[src/rtl/osd_du_arbiter.sv]
// Round-robin arbiter sharing one CPU debug-unit access port between requesters.
// One outstanding access at a time, with ack-timeout error reporting.
module osd_du_arbiter #(
    parameter int NUM_REQ    = 2,
    parameter int ADDR_WIDTH = 16,
    parameter int DATA_WIDTH = 32,
    parameter int TIMEOUT    = 255
) (
    input  logic                          clk,
    input  logic                          rst,
    input  logic [NUM_REQ-1:0]            req_valid,
    input  logic [NUM_REQ-1:0]            req_we,
    input  logic [NUM_REQ*ADDR_WIDTH-1:0] req_addr,
    input  logic [NUM_REQ*DATA_WIDTH-1:0] req_wdata,
    output logic [NUM_REQ-1:0]            req_ack,
    output logic [NUM_REQ-1:0]            req_err,
    output logic [DATA_WIDTH-1:0]         req_rdata,
    output logic                          du_stb_i,
    output logic                          du_we_i,
    output logic [ADDR_WIDTH-1:0]         du_adr_i,
    output logic [DATA_WIDTH-1:0]         du_dat_i,
    input  logic                          du_ack_o,
    input  logic [DATA_WIDTH-1:0]         du_dat_o,
    output logic                          busy
);

    localparam int GW = (NUM_REQ > 1) ? $clog2(NUM_REQ) : 1;
    localparam int CW = (TIMEOUT > 1) ? $clog2(TIMEOUT + 1) : 1;

    localparam logic [0:0] IDLE   = 1'b0;
    localparam logic [0:0] ACCESS = 1'b1;

    logic [0:0]    state;
    logic [GW-1:0] last_grant;
    logic [GW-1:0] grant;
    logic [GW-1:0] winner;
    logic [GW-1:0] idx;
    logic          found;
    logic [CW-1:0] cnt;
    logic          timeout_hit;

    // Search starts just after the last winner so every requester gets a turn.
    always_comb begin
        winner = '0;
        found  = 1'b0;
        idx    = '0;
        for (int k = 1; k <= NUM_REQ; k++) begin
            idx = GW'((int'(last_grant) + k) % NUM_REQ);
            if (!found && req_valid[idx]) begin
                found  = 1'b1;
                winner = idx;
            end
        end
    end

    generate
        if (TIMEOUT == 0) begin : g_no_timeout
            assign timeout_hit = 1'b0;
        end else begin : g_timeout
            // cnt is 0 in the first ACCESS cycle, so TIMEOUT-1 marks the last one.
            assign timeout_hit = (cnt == CW'(TIMEOUT - 1));
        end
    endgenerate

    always_ff @(posedge clk) begin
        if (rst) begin
            state      <= IDLE;
            last_grant <= GW'(NUM_REQ - 1);
            grant      <= '0;
            cnt        <= '0;
            req_ack    <= '0;
            req_err    <= '0;
            req_rdata  <= '0;
            du_stb_i   <= 1'b0;
            du_we_i    <= 1'b0;
            du_adr_i   <= '0;
            du_dat_i   <= '0;
            busy       <= 1'b0;
        end else begin
            req_ack <= '0;
            req_err <= '0;
            case (state)
                IDLE: begin
                    if (found) begin
                        state      <= ACCESS;
                        grant      <= winner;
                        last_grant <= winner;
                        cnt        <= '0;
                        du_stb_i   <= 1'b1;
                        du_we_i    <= req_we[winner];
                        du_adr_i   <= req_addr[winner*ADDR_WIDTH +: ADDR_WIDTH];
                        du_dat_i   <= req_wdata[winner*DATA_WIDTH +: DATA_WIDTH];
                        busy       <= 1'b1;
                    end
                end
                ACCESS: begin
                    if (du_ack_o) begin
                        state          <= IDLE;
                        du_stb_i       <= 1'b0;
                        busy           <= 1'b0;
                        req_ack[grant] <= 1'b1;
                        if (!du_we_i) begin
                            req_rdata <= du_dat_o;
                        end
                    end else if (timeout_hit) begin
                        state          <= IDLE;
                        du_stb_i       <= 1'b0;
                        busy           <= 1'b0;
                        req_err[grant] <= 1'b1;
                    end else begin
                        cnt <= cnt + 1'b1;
                    end
                end
                default: begin
                    state    <= IDLE;
                    du_stb_i <= 1'b0;
                    busy     <= 1'b0;
                end
            endcase
        end
    end

endmodule
[config.mk]
export PLATFORM = sky130hd
export DESIGN_NAME = osd_du_arbiter
export DESIGN_NICKNAME = d
export VERILOG_FILES = /design/src/rtl/osd_du_arbiter.sv
export SDC_FILE = /design/constraint.sdc
export NUM_CORES = 1
export LEC_CHECK = 0
export BUFFER_PORTS_ARGS = -buffer_cell sky130_fd_sc_hd__buf_2
export CORE_MARGIN = 8
export CORE_UTILIZATION = 35
export DETAILED_ROUTE_END_ITERATION = 7
export PLACE_DENSITY = 0.65
export REMOVE_ABC_BUFFERS = 1
export SKIP_LAST_GASP = 1
export SLEW_MARGIN = 10
export SYNTH_ARGS = -nofsm -noshare
export SYNTH_HDL_FRONTEND = slang
export SYNTH_SLANG_ARGS = --single-unit
[constraint.sdc]
create_clock -name clk -period 1.8 [get_ports clk]
set_input_delay 0.27 -clock clk [delete_from_list [all_inputs] [get_ports clk]]
set_output_delay 0.27 -clock clk [all_outputs]
set_load 0.03 [all_outputs]
* Word level (Yosys, flattened, before mapping)
Index checks and enable logic that the tools add are counted.
** Storage, ports and cells
- Bits in registers :: 97
** Cells by class
- Add/sub/neg operators :: 3
- Magnitude comparators :: 5
- Eq/ne operators :: 5
- Shift-type cells :: 2
- Muxes and demuxes :: 24
- Bitwise operators :: 4
- Reduce and logical (&&, ||, !) cells :: 9
** Operator list (number)
- 64-bit by 7-bit indexed part select with 32-bit output :: 1
- 32-bit by 6-bit indexed part select with 16-bit output :: 1
- 8-bit two-way mux :: 3
- 1-bit two-way mux :: 17
- 8-bit one-hot mux with 2 select lines :: 1
- 8-bit by 1-bit adder with 8-bit output (second input constant) :: 1
- 8-bit equality test (second input constant) :: 1
- 1-bit by 2-bit less-than comparator with 1-bit output (second input constant) :: 4
- 2-bit != test (second input constant) :: 3
- 3-bit AND reduction :: 2
- 1-bit NOT :: 4
- 1-bit one-hot mux with 2 select lines :: 2
- 2-bit AND reduction :: 2
- 4-bit OR reduction :: 1
- 3-bit by 2-bit != test with 1-bit output (second input constant) :: 1
- 3-bit OR reduction :: 1
- 1-bit adder (second input constant) :: 2
- 1-bit logical AND :: 2
- 1-bit demux with 1-bit select :: 1
- 1-bit greater-or-equal comparator (second input constant) :: 1
- 1-bit zero test :: 1

* Logic depth before layout (Yosys ltp)
Gate-level depths: netlist (run 1).
- Word-level depth :: 9
- Mapped depth :: 7
- Mapped depth without buffers :: 6

* Least setup slack after synthesis (run 1)
No wires, ideal clock.
- Path kind :: flip-flop to flip-flop
- From :: register cnt[0]
- To :: register cnt[4]
- Arrival time :: 1392 ps
- Slack :: 338 ps
- Cell stages (with the launch flop) :: 8
- Path buffers :: 1
- Clock period less this slack :: 1462 ps
- Cells stage by stage :: dfxtp_1 inv_1 ha_1 nand4_1 o21ai_2 buf_6 or3_1 a21oi_1
** Between the ends
- Word-level cells in the longest chain between the ends :: 4
- Elaborated cells between the ends (all ways) :: 7
- Those cells by class :: 1 x add/sub; 2 x eq/ne; 3 x mux; 1 x reduce/logical
** RTL lines
- start, declared :: RTL line 39 : logic [CW-1:0] cnt;
- start signal, assigned :: RTL line 111 : cnt <= cnt + 1'b1;
- 8-bit by 1-bit adder with 8-bit output :: RTL line 111
- 8-bit two-way mux :: RTL line 105 : end else if (timeout_hit) begin
- 8-bit two-way mux :: RTL line 97 : if (du_ack_o) begin
- 8-bit one-hot mux with 2 select lines :: RTL line 82 : case (state)
Parallel ways exist; a longest one is shown, timed or not. The select of a mux whose other input is x is not followed.
A chain may end at the register's enable or synchronous reset.

* Worst setup path after layout (run 1)
- From :: register cnt[0]
- To :: register cnt[1]
The elaborated chain is that of the path after synthesis.

==> summary.md, run 1 <==
| Metric | Value |
|---|---|
| Leak | `2.63 nW` |
| Vias | `3911` |
| Worst-case vdd ir drop | `0.538 mV` |
| Final setup viols | `0` |
| Clk_lat worst skew | `330 ps` |
| Logic pwr share | `0.215` |
| CTS tree | `yes` |
| Worst-path maximum fanout | `12` |
| Sum Neg Setup Slack | `0 ps` |
| Area occupied by multi-input gates | `1890 um^2` |
| DRC violations left | `0` |
| Post-Syn Area | `between 4000 and 5000 um^2` |
| Critical Path End Type | `flip-flop` |
| Worst Hold Class | `primary input to flip-flop` |
| Pwr/cell area | `965 nW/um^2` |
| Routed WL | `11800 um` |
| Nets@finish | `799` |
| Mux contribution to synthesized area | `0.125` |
| Status | `finished clean` |
| Slowest stage delay, CP | `~380 ps` |
| Port bufs | `~220` |
| Initial Util | `0.356` |
| CTS buffer count | `9` |
| Clock slew at reported path FFs | `60 ps` |
| Routed Antenna Nets | `0` |
| Net Sw Power | `1.58 mW` |
| Most frequent cells after synthesis | `dfxtp_1 (97), nand2_1 (68), nor2_1 (56)` |
| Worst hold path depth | `3` |
| Storage cell area | `a little under 2000 um^2` |
| H-tree depth | `3` |
| WP buf/inv | `1` |
| Synth Area in Simple Gates | `0.163` |
| Worst-Margin Slew | `approximately 600 ps` |
| Critical path's top delay family | `multiplexers` |
| Sink Count | `97` |
| Die extent in y | `around 120 um` |
| HP Start | `du_dat_o[0]` |
| Tcrit/Tclk final | `0.909` |
| Post-layout util | `0.499` |
| Grt ovf | `0` |
| Final worst clock skew | `4.47 ps` |
| Layout area overhead | `40.3%` |
| Hold Path End | `req_rdata[0]` |
| RR Startpoint | `cnt[0]` |
| WL met3 | `1230 um` |
| Asr flop ratio synth | `0` |
| Stages on worst setup path | `6` |
| Rows | `39` |
| Crit Path Class | `flip-flop to flip-flop` |
| Layout fillers | `1094` |
| Reg2Reg Setup Slack | `160 ps` |
| Post-CTS Setup Bufs | `0` |
| EDFF count, synth | `0` |
| Largest net degree at the start of global routing | `just under 50` |
| Synth Instances | `444` |
| DR WL/cell | `14.6 um` |
| Post-synthesis xor/xnor area fraction | `0` |
| Critical Path Start Type | `flip-flop` |
| Initial antenna violation count | `0` |
| FMAX | `611 MHz` |
| Longest Clk Path Bufs | `2` |
| CTS Hold Bufs | `0` |
| Max-slew violation count | `0` |
| First-pass GRT wire length | `18800 um` |
| Required @ worst endpoint | `2070 ps` |
| Arr. time, crit path | `1910 ps` |
| Cells along the critical path | `inv_1 > ha_1 > nand4_1 > o21ai_4 > mux2_2 > nor2_1` |
| Top cells by area, synth | `dfxtp_1 (48%), mux2i_1 (12%), a211oi_1 (9.1%), nand2_1 (6.3%), nor2_1 (5.2%)` |
| Core area | `11300 um^2` |
| Sw Share | `0.291` |
| Reg2Reg Depth | `6` |
| Diodes inserted | `0` |
| Adder-cell share of the synthesized area | `0.00621` |
| Hold Vio Cnt, Final | `0` |
| Largest area contributor in the netlist | `dfxtp_1` |
| Final min period | `roughly 1600 ps` |
| Yosys reg bits | `97` |
| Clock share of power | `0.346` |
| CP max stage cell | `mux2_2` |
| Internal Power | `3.86 mW` |
| R2R Path End | `cnt[1]` |
| Sequential share of the synthesized area | `0.482` |
| Initial DRC Count | `111` |
| IO Pins | `222` |
| Flop pwr share | `0.438` |
| Synth cell types | `40` |
| Top Layer Used | `met4` |
| Dpl hpwl | `9400 um` |
| Detailed Routing Iterations Pass 1 | `6` |
| Global-route usage over all layers | `0.154` |
| Ys Warns | `0` |
| Post-cts repair resize count | `0` |
| Largest family of logic cells by synthesized area | `compound AO/OA/AOI/OAI gates` |
| Vias in the first global route | `4018` |
| Hold Slack | `approximately 170 ps` |
| Fraction of the mapped netlist area in compound gates | `0.169` |
| Die area | `15200 um^2` |
| Share of post-route cells with drive strength above 1 | `0.402` |
| DR WL met2 | `approximately 5700 um` |
| DIE WIDTH | `between 100 and 150 um` |
| RSZ-0062 raised after global routing | `false` |
| Syn avg cell area | `9.07 um^2` |
| Total of max-cap violations | `0` |
| Top-count cell post-synth | `dfxtp_1` |
| Main flop type after synthesis | `dfxtp_1` |
| Placer Congestion | `0.819` |
| Yosys top cell area share | `0.482` |
| Metal1 wirelength | `4640 um` |
| Max-slew headroom | `0.600` |
| Via/cell ratio | `4.83` |
| CTS root buffer | `clkbuf_16` |
worst register-to-register path, stage by stage (launching register included):
cell	delay [ps]
dfxtp_1	340
inv_1	90
ha_1	140
nand4_1	200
o21ai_4	350
mux2_2	380
nor2_1	80
stage by stage:
stage / setup WS, ps / instances / area (um^2) / total power [mW]
after global routing: 35.3 / 810 / 5650 / 5.75
after detailed placement: 77.9 / 794 / 5340 / 3.63
after floorplan: -2550 / 407 / 3810 / 3.13
after CTS: 58.3 / 810 / 5640 / 5.55
final: 164 / 810 / 5650 / 5.45
after global placement: 160 / 794 / 5340 / 3.60
sequential cells by signal, indices dropped and copies added, names as in the netlist:
register    count
req_ack         2
req_err         2
req_rdata      32
cnt             8
du_we_i         1
du_adr_i       16
grant           1
last_grant      1
busy            1
state           1
du_dat_i       32
final cells by class:
cell class / count / area share
inverters: 2 / 0.00133
clock buffers: 11 / 0.0430
clock inverters: 5 / 0.00975
well taps: 143 / 0.0317
flip-flops and latches: 97 / 0.344
repair buffers: 244 / 0.236
multi-input cells: 308 / 0.335
worst max path at each step:
stage / startpoint / to / slack (ps)
after floorplan: req_valid[1] / du_adr_i[0] / -2550
after global placement: cnt[0] / cnt[1] / 160
after detailed placement: cnt[0] / cnt[1] / 80
after CTS: cnt[0] / cnt[1] / 60
after global routing: cnt[0] / cnt[1] / 40
final: cnt[0] / cnt[1] / 160
routing by layer:
layer	vias up	track usage
li1	1993	-
met3	18	0.0571
met4	0	0.0752
met2	157	0.257
met5	-	0
met1	1743	0.169
cells by family (layout without fill, tap and decap cells):
kind of cell | Yosys count | count (layout)
compound gates | 102 | 102
fa+ha+maj | 2 | 2
buf+inv | 39 | 262
flops | 97 | 97
mux | 50 | 50
simple gates | 154 | 154
power groups by stage:
stage	clock [mW]	combinational [mW]	sequential (mW)
after floorplan	0	0.405	2.73
after global placement	0	1.17	2.43
after detailed placement	0	1.19	2.43
after CTS	1.97	1.19	2.39
after global routing	2.06	1.28	2.41
final	1.89	1.17	2.39
layout by cell type (no fill, tap or decap), drive strengths merged:
cell type  Yosys  routed
a211oi        49      49
a21boi         1       1
a21oi         38      38
a22oi          1       1
a311oi         1       1
a31oi          2       2
and2b          1       1
and3           3       3
and4           1       1
buf           27     244
bufinv         0       1
clkbuf        10      11
clkinv         0       2
clkinvlp       0       2
dfxtp         97      97
ha             2       2
inv            2       2
mux2           1       1
mux2i         49      49
nand2         69      69
nand2b         5       5
nand3          6       6
nand4          1       1
nor2          56      56
nor2b          1       1
nor3           3       3
nor4           1       1
o211ai         1       1
o21ai          2       2
o21ba          1       1
o21bai         2       2
o221ai         2       2
o2bb2ai        1       1
o31ai          1       1
or2            1       1
or2b           1       1
or3            3       3
or4            2       2
Power figures use the tool's default switching activity.
==> run 2, diff against run 1 <==
--- a/config.mk
+++ b/config.mk
@@ -6,7 +6,7 @@
 export NUM_CORES = 1
 export LEC_CHECK = 0
 export BUFFER_PORTS_ARGS = -buffer_cell sky130_fd_sc_hd__buf_2
-export CORE_MARGIN = 8
+export CORE_MARGIN = 2
 export CORE_UTILIZATION = 35
 export DETAILED_ROUTE_END_ITERATION = 7
 export PLACE_DENSITY = 0.65
==> constraint.sdc (replaced) <==
create_clock -name clk -period 1.55 [get_ports clk]
set_input_delay 0.2325 -clock clk [delete_from_list [all_inputs] [get_ports clk]]
set_output_delay 0.2325 -clock clk [all_outputs]
set_load 0.03 [all_outputs]
==> run 2 against run 1 <==
  * Global-route usage up 0.85 points
  * Sequential power up 16%
  * Count of clock-buffer cells in the layout unchanged
  * First-iteration DRC count up 32%
  * Register-to-register slack worse by 130 ps
  * Hold slack worse by 38 ps
  * Die area down 19%
  * Clock skew up 1.6 ps
  * Power up 12%
  * Critical endpoint unchanged
  * Largest cell class unchanged
  * Highest routed layer unchanged
==> summary.md, run 2 (synthesized netlist as in run 1, its figures left out) <==
| Metric | Value |
|---|---|
| Diodes inserted | `0 (unchanged)` |
| Arr. time, crit path | `1790 ps (was 1910 ps)` |
| Layout area overhead | `40.5% (was 40.3%)` |
| Largest regs | `du_dat_i x32, req_rdata x32, du_adr_i x16 (unchanged)` |
| Overall power | `6.12 mW (was 5.45 mW)` |
| Reg2Reg Setup Slack | `30 ps (was 160 ps)` |
| First-pass GRT wire length | `16800 um (was 18800 um)` |
| Worst-case vdd ir drop | `0.460 mV (was 0.538 mV)` |
| Worst Hold Class | `primary input to flip-flop (unchanged)` |
| Net Sw Power | `1.84 mW (was 1.58 mW)` |
| CTS root buffer | `clkbuf_16 (unchanged)` |
| R2R Path End | `cnt[1] (unchanged)` |
| WP buf/inv | `1 (unchanged)` |
| Critical Path Start Type | `flip-flop (unchanged)` |
| Final setup margin | `32.7 ps (was 164 ps)` |
| Status | `finished clean (unchanged)` |
| Global-route usage over all layers | `0.162 (was 0.154)` |
| Sw Share | `0.300 (was 0.291)` |
| Routed WL | `10300 um (was 11800 um)` |
| Vias in the first global route | `3730 (was 4018)` |
| Grt ovf | `0 (unchanged)` |
| DIE WIDTH | `111 um (was 123 um)` |
| Final setup viols | `0 (unchanged)` |
| Max-slew violation count | `0 (unchanged)` |
| Dpl hpwl | `7820 um (was 9400 um)` |
| Initial Util | `0.356 (unchanged)` |
| Cells along the critical path | `inv_2 > ha_2 > nand4_1 > o21ai_4 > mux2_4 > nor2_1 (was inv_1 > ha_1 > nand4_1 > o21ai_4 > mux2_2 > nor2_1)` |
| Largest net degree at the start of global routing | `55 (was 49)` |
| Via/cell ratio | `4.85 (was 4.83)` |
| Total of max-cap violations | `0 (unchanged)` |
| Most frequent cells in the layout | `buf_2 (221), dfxtp_1 (96), nand2_1 (68), nor2_1 (55) (was buf_2 (220), dfxtp_1 (97), nand2_1 (68), nor2_1 (55))` |
| CTS tree | `yes (unchanged)` |
| Pwr/cell area | `1080 nW/um^2 (was 965 nW/um^2)` |
| Clock share of power | `0.327 (was 0.346)` |
| H-tree depth | `3 (unchanged)` |
| Worst hold path depth | `3 (unchanged)` |
| DRC violations left | `0 (unchanged)` |
| Post-layout util | `0.500 (was 0.499)` |
| Longest Clk Path Bufs | `2 (unchanged)` |
| Tcrit/Tclk final | `0.979 (was 0.909)` |
| Area occupied by multi-input gates | `1910 um^2 (was 1890 um^2)` |
| Logic pwr share | `0.221 (was 0.215)` |
| RSZ-0062 raised after global routing | `true (was false)` |
| Routed Antenna Nets | `0 (unchanged)` |
| Layout fillers | `1062 (was 1094)` |
| Detailed Routing Iterations Pass 1 | `4 (was 6)` |
| Nets@finish | `800 (was 799)` |
| Core area | `11300 um^2 (unchanged)` |
| Storage cell area | `1940 um^2 (about the same)` |
| Reg2Reg Depth | `6 (unchanged)` |
| Sum Neg Setup Slack | `0 ps (unchanged)` |
| Worst-path maximum fanout | `5 (was 12)` |
| Crit Path Class | `flip-flop to flip-flop (unchanged)` |
| Port bufs | `221 (unchanged)` |
| Max-slew headroom | `0.543 (was 0.600)` |
| IO Pins | `222 (unchanged)` |
| Leak | `2.62 nW (was 2.63 nW)` |
| Placed insts | `794 (unchanged)` |
| Worst-Margin Slew | `684 ps (was 599 ps)` |
| HP Start | `du_dat_o[14] (was du_dat_o[0])` |
| Post-route cell area | `5660 um^2 (was 5650 um^2)` |
| Internal Power | `4.28 mW (was 3.86 mW)` |
| Critical Path End Type | `flip-flop (unchanged)` |
| Required @ worst endpoint | `1820 ps (was 2070 ps)` |
| Rows | `39 (unchanged)` |
| Vias | `3925 (was 3911)` |
| Most common cell after layout, fill and taps aside | `buf_2 (unchanged)` |
| Hold Vio Cnt, Final | `0 (unchanged)` |
| Sink Count | `97 (unchanged)` |
| Placer Congestion | `0.801 (was 0.819)` |
| CTS Hold Bufs | `0 (unchanged)` |
| Initial DRC Count | `146 (was 111)` |
| Initial antenna violation count | `0 (unchanged)` |
| Die area | `12400 um^2 (was 15200 um^2)` |
| DR WL/cell | `12.7 um (was 14.6 um)` |
| Hold Path End | `req_rdata[14] (was req_rdata[0])` |
| Final worst clock skew | `6.04 ps (was 4.47 ps)` |
| FMAX | `659 MHz (was 611 MHz)` |
| Fin cells | `810 (unchanged)` |
| Hold Slack | `134 ps (was 172 ps)` |
| Slowest stage delay, CP | `330 ps (was 380 ps)` |
| RR Startpoint | `cnt[0] (unchanged)` |
| Flop pwr share | `0.453 (was 0.438)` |
| Clk_lat worst skew | `330 ps (about the same)` |
| Die extent in y | `111 um (was 123 um)` |
| CP max stage cell | `dfxtp_2 (was mux2_2)` |
| Critical path's top delay family | `flip-flops (was multiplexers)` |
| Placement Cell Area | `5370 um^2 (was 5340 um^2)` |
| Final min period | `1520 ps (was 1640 ps)` |
| CTS buffer count | `9 (unchanged)` |
| Setup crit start | `cnt[0] (unchanged)` |
| Share of post-route cells with drive strength above 1 | `0.405 (was 0.402)` |
| Place WS | `-44.0 ps (was 77.9 ps)` |
| Clock slew at reported path FFs | `70 ps (was 60 ps)` |
[run 2: worst max path at each step]
stage | slack (ps) | depth (start not counted) | endpoint
6_report | 30 | 6 | cnt[1]
5_1_grt | -90 | 7 | cnt[4]
4_1_cts | 30 | 6 | cnt[1]
3_3_place_gp | 20 | 6 | cnt[1]
2_1_floorplan | -2760 | 3 | du_adr_i[0]
3_5_place_dp | -40 | 7 | cnt[3]
[run 2: power groups by stage]
stage / clock (mW) / sequential, mW / combinational (mW)
3_3_place_gp: 0 / 2.82 / 1.34
3_5_place_dp: 0 / 2.82 / 1.36
6_report: 2.00 / 2.77 / 1.35
4_1_cts: 2.07 / 2.77 / 1.36
2_1_floorplan: 0 / 3.17 / 0.470
5_1_grt: 2.17 / 2.80 / 1.46
[run 2: timing repair]
| item | 4_1_cts | 5_1_grt |
|---|---|---|
| gates cloned | 0 | 1 |
| endpoints found under the setup margin | 3 | 5 |
| setup buffers | 0 | 0 |
| pin swaps | 1 | 5 |
| gates resized for setup | 1 | 5 |
[run 2: worst reg2reg max path, stage by stage, from the launching register on]
cell and delay [ps]:
dfxtp_2 330, inv_2 50, ha_2 150, nand4_1 200
o21ai_4 320, mux2_4 330, nor2_1 80
[run 2: layout make-up]
cell class | instances | area share
repair buffers | 244 | 0.240
flip-flops and latches | 97 | 0.343
multi-input cells | 309 | 0.337
inverters | 2 | 0.00133
clock buffers | 11 | 0.0411
clock inverters | 4 | 0.00553
well taps | 143 | 0.0316
[run 2: routing by layer]
layer | wire [um] | part of all wire | global-route usage | up-vias
met5 | 0 | 0 | 0 | -
met4 | 134 | 0.013 | 0.0617 | 0
met3 | 854 | 0.083 | 0.0547 | 12
met2 | 5020 | 0.49 | 0.277 | 164
met1 | 4310 | 0.42 | 0.188 | 1748
li1 | - | - | - | 2001
